`config.mk`:
```
export PLATFORM = sky130hd
export DESIGN_NAME = fetch_unit
export DESIGN_NICKNAME = d
export VERILOG_FILES = /design/src/rtl/riscv_pkg.sv /design/src/rtl/pc_register.sv /design/src/rtl/fetch_unit.sv
export SDC_FILE = /design/constraint.sdc
export NUM_CORES = 1
export LEC_CHECK = 0
export CAP_MARGIN = 20
export CORE_ASPECT_RATIO = 1.4
export CORE_UTILIZATION = 41
export DETAILED_ROUTE_END_ITERATION = 16
export PLACE_DENSITY = 0.8
export SLEW_MARGIN = 30
export SYNTH_ARGS = -nofsm -noshare
export SYNTH_HDL_FRONTEND = slang
export SYNTH_SLANG_ARGS = --single-unit
```
`constraint.sdc`:
```
create_clock -name CLK -period 2.3 [get_ports CLK]
set_input_delay 0.575 -clock CLK [delete_from_list [all_inputs] [get_ports CLK]]
set_output_delay 0.575 -clock CLK [all_outputs]
set_load 0.01 [all_outputs]
```
`src/rtl/riscv_pkg.sv`:
```
// riscv_pkg: shared RV32 constants for the fetch path
package riscv_pkg;
  localparam int XLEN = 32;
  localparam logic [XLEN-1:0] NOP_INSTR = 32'h00000013;
  localparam logic [XLEN-1:0] PC_INC = 32'd4;
endpackage

```
`src/rtl/pc_register.sv`:
```
// pc_register: fetch PC with redirect-over-stall next-PC selection
module pc_register import riscv_pkg::*; #(
  parameter logic [XLEN-1:0] RESET_PC = 32'h00000000
) (
  input  logic            CLK,
  input  logic            RESET,
  input  logic            Stall,
  input  logic            PCSrcE,
  input  logic [XLEN-1:0] PCTargetE,
  output logic [XLEN-1:0] PCF
);
  always_ff @(posedge CLK)
    if (RESET) PCF <= RESET_PC;
    else PCF <= PCSrcE ? PCTargetE : (Stall ? PCF : PCF + PC_INC);
endmodule

```
`src/rtl/fetch_unit.sv`:
```
// fetch_unit: IF stage and F/D register with a one-entry skid buffer that
// keeps InstrD stable while the synchronous memory re-reads PCF under stall
module fetch_unit import riscv_pkg::*; #(
  parameter logic [XLEN-1:0] RESET_PC = 32'h00000000,
  parameter logic [XLEN-1:0] NOP_INSTR = riscv_pkg::NOP_INSTR
) (
  input  logic            CLK,
  input  logic            RESET,
  input  logic            Stall,
  input  logic            FlushD,
  input  logic            PCSrcE,
  input  logic [XLEN-1:0] PCTargetE,
  output logic [XLEN-1:0] IMemAddress,
  input  logic [XLEN-1:0] IMemReadData,
  output logic [XLEN-1:0] InstrD,
  output logic [XLEN-1:0] PCD,
  output logic [XLEN-1:0] PCPlus4D,
  output logic            ValidD
);
  logic [XLEN-1:0] PCF, HoldInstr;
  logic vD, HoldV;
  pc_register #(.RESET_PC(RESET_PC)) u_pc (
    .CLK(CLK), .RESET(RESET), .Stall(Stall), .PCSrcE(PCSrcE),
    .PCTargetE(PCTargetE), .PCF(PCF)
  );
  always_ff @(posedge CLK)
    if (RESET) begin
      PCD <= '0;
      vD <= 1'b0;
      HoldV <= 1'b0;
      HoldInstr <= NOP_INSTR;
    end else begin
      if (!Stall) PCD <= PCF;
      if (FlushD) vD <= 1'b0;
      else if (!Stall) vD <= 1'b1;
      // capture only on the first stall edge; later edges see the re-read of PCF
      if (Stall && !FlushD) begin
        if (!HoldV) begin
          HoldInstr <= IMemReadData;
          HoldV <= 1'b1;
        end
      end else HoldV <= 1'b0;
    end
  always_comb begin
    IMemAddress = PCF >> 2;
    InstrD = !vD ? NOP_INSTR : (HoldV ? HoldInstr : IMemReadData);
    ValidD = vD;
    PCPlus4D = PCD + PC_INC;
  end
endmodule
```
==> impl_results.md <==
- Share of cells above drive strength 1: 18.1%
- GR Util met2: between 40% and 50%
- CTS root buffer: clkbuf_16
- Async set-or-reset flop fraction in the synthesized netlist: 0%
- Critical path startpoint category: flip-flop
- Critical Path Slowest Stage Cell: dfxtp_2
- DIE HEIGHT: 139 um
- Buffers on Ports: approximately 200
- Post-Syn Area: approximately 0.0055 sq mm
- Met1 Usage GRT: 27.8%
- Failing checks: negative setup slack
- DP HPWL: between 10 and 15 mm
- Register-to-register setup slack: 0.25 ns
- Most frequent cells in the layout: clkdlybuf4s50_1, nand2_1, nor2_1
- Initial antenna violation count: 0
- Slew Viols, Final: 0
- CP cell instances: buf_6 > and2_4 > nand4_1 > buf_6 > buf_6 > nor3_4 > xor2_1 > buf_2
- ANT nets after route: 0
- CTS Buffer Depth: 2
- CP Capture Type: primary output
- Design Power: around 4.2 mW
- Die area: 0.0139 sq mm
- Clock Sinks: 98
- Worst path top cell family by delay: buffers and inverters
- Most frequent cell on the critical path: buf_6
- Status: finished, violations left
- Crit path buf inv count: 4
- CP required: 1.73 ns
- Hold Crit Start: HoldInstr[5]
- Synth area leaders: dfxtp_1, mux2i_1, nand2_1, nor2_1, buf_4
- I/O pin cnt: 198
- Leakage: 3.54 nW
- Prevailing post-synth register cell: dfxtp_1
- Residual DRC count: 0
- Max Cap Viol: 0
- Clk_lat worst skew: roughly 0.35 ns
- Clock Skew: roughly 0.009 ns
- Drt wl/cell: ~16 um
- GPL Wtd Cong: between 0.8 and 0.9
- RSZ-0062 raised after global routing: true
- Initial DRT Pass Iterations: 4
- Fin area: 0.00828 sq mm
- Final hold slack: 0.453 ns
- Post-synth top area share: 35.7%
- Worst R2R Start: u_pc.PCF[7]
- Min cycle time layout: 2.39 ns
- CTS clock-pin slew for the worst setup and hold paths: 0.06 ns
- Crit path DAT: roughly 1.8 ns
- M3 GR Usage: 5.29%
- Core Area: 0.0129 sq mm
- Vias in the first global route: 5,380
- Vias: 5,706
- Synthesized flop and latch total: 98
- Final setup violation count: 16
- Tightest Hold Check Type: flip-flop to flip-flop
- Ant. Diodes: 0
- Worst Hold Depth: 2
- Fin. Hold Viols: 0
- Post-synth top area cell: dfxtp_1
- P per Cell Area: 505 mW/mm^2
- Row cnt: just under 50
- CTS tree: built
- Area Growth Syn to Fin: 50.8%
- Largest stage delay on the critical path: 0.36 ns
- Reg2reg path depth: 4
- Fin nets: 965
- Cts bufs inserted: 9
- Worst R2R End: u_pc.PCF[24]
- Crit path kind: flip-flop to primary output
- Final core utilization: 64.0%
- Mean Syn Cell Area: around 8.1 sq um
- Synth Instances: 678
- Placed Area: 0.00781 sq mm
- Sequential share of the synthesized area: 35.7%
- First-pass GRT wire length: 27.3 mm
- Worst-path maximum fanout: 8
- YS warnings: 0
- Die width: 99.8 um
- Worst ir drop on vdd: 0.336 mV
- Number of enable flip-flop cells after synthesis: 0
- Commonest non-fill, non-tap cell in the layout: clkdlybuf4s50_1
- Via density: 5.31
- Setup WS pre-CTS: -0.333 ns
- Initial DRC Count: approximately 220
- Synth cell types: between 40 and 50
- Hold path endpoint: HoldInstr[5]
- Max Freq: between 400 and 500 MHz
- Grt peak-use layer: met2
- Post-Route WL: roughly 17 mm
- H-tree levels: 3
- Initial core utilization: 42.4%
- Largest net degree at the start of global routing: 40
- Final worst slack: -0.0937 ns
- All-layer global routing usage: 24.9%
- Final Cycle Share: 104%
- Total global routing overflow: 0
## stage by stage
step           std cells  setup TNS (ns)
6_report            1075          -0.653
5_1_grt             1075           -2.32
4_1_cts             1069          -0.766
3_5_place_dp        1052           -5.04
3_3_place_gp        1052           -3.81
2_1_floorplan        679               0
## synthesized netlist by cell type (5+ instances only)
cell type / count
a211oi_1: 12
a21oi_1: 36
a311oi_1: 9
and2_1: 5
and4_1: 11
buf_1: 7
buf_4: 34
clkbuf_1: 28
dfxtp_1: 98
inv_1: 15
mux2i_1: 67
nand2_1: 101
nand3_1: 16
nand3b_1: 7
nand4_1: 15
nor2_1: 96
nor3_1: 16
nor4_1: 5
o21ai_0: 6
o31ai_1: 5
or4_1: 5
xnor2_1: 15
xor2_1: 23
## worst max path at each step
| stage | start | endpoint | slack (ns) | cells past startpoint |
|---|---|---|---|---|
| global route | PCD[2] | PCPlus4D[17] | -0.20 | 8 |
| detailed placement | PCD[2] | PCPlus4D[14] | -0.33 | 7 |
| floorplan | Stall | u_pc.PCF[24] | 0.05 | 6 |
| CTS | PCD[15] | PCPlus4D[28] | -0.16 | 6 |
| global placement | PCD[2] | PCPlus4D[14] | -0.28 | 7 |
| finish | PCD[3] | PCPlus4D[17] | -0.09 | 8 |
## layout make-up
type / count / area, sq um
Fill cell: 1108 / 4660
Multi-Input combinational cell: 490 / 3200
Timing Repair Buffer: 280 / 2550
Sequential cell: 98 / 1980
Clock buffer: 11 / 233
Tap cell: 178 / 223
Inverter: 15 / 56.3
Clock inverter: 3 / 42.5
## flip-flops by register name, indices dropped and copies added (netlist names)
register / cells
HoldInstr: 32
PCD: 32
u_pc.PCF: 32
HoldV: 1
ValidD: 1
## layer usage
layer	vias to the layer above	wire length, um
met5	-	0
met4	0	682
met3	48	1060
met2	217	8930
met1	2679	6680
li1	2762	-
## logic make-up (layout without fill, tap and decap cells)
| group | Yosys count | after routing | synth area share [%] |
|---|---|---|---|
| other | 1 | 2 | 0.0683 |
| AND/OR/NAND/NOR | 297 | 297 | 25.9 |
| buffers and inverters | 91 | 309 | 9.57 |
| XOR/XNOR | 38 | 38 | 6.06 |
| multiplexers | 67 | 67 | 12.2 |
| AO/OA/AOI/OAI | 84 | 84 | 9.98 |
| flip-flops | 98 | 98 | 35.7 |
| adder cells (fa/ha/maj) | 2 | 2 | 0.456 |
## power breakdown
| group | total, mW | internal (mW) | switching, mW |
|---|---|---|---|
| registers | 1.88 | 1.79 | 0.0936 |
| logic | 0.833 | 0.447 | 0.386 |
| clock network | 1.46 | 0.830 | 0.630 |
| total | 4.18 | 3.07 | 1.11 |
## tightest hold or removal path, cell delays in order (launching register included)
cell and delay, ns:
dfxtp_1 0.31, nand2_1 0.05, a21oi_1 0.05
## repair_timing
item	4_1_cts	5_1_grt
gates resized for setup	161	28
hold buffers	0	0
setup endpoints to repair	59	23
buffers inserted	2	7
pin swaps	9	20
gates cloned	1	0
No activity file was read; power rests on OpenSTA's default activity.
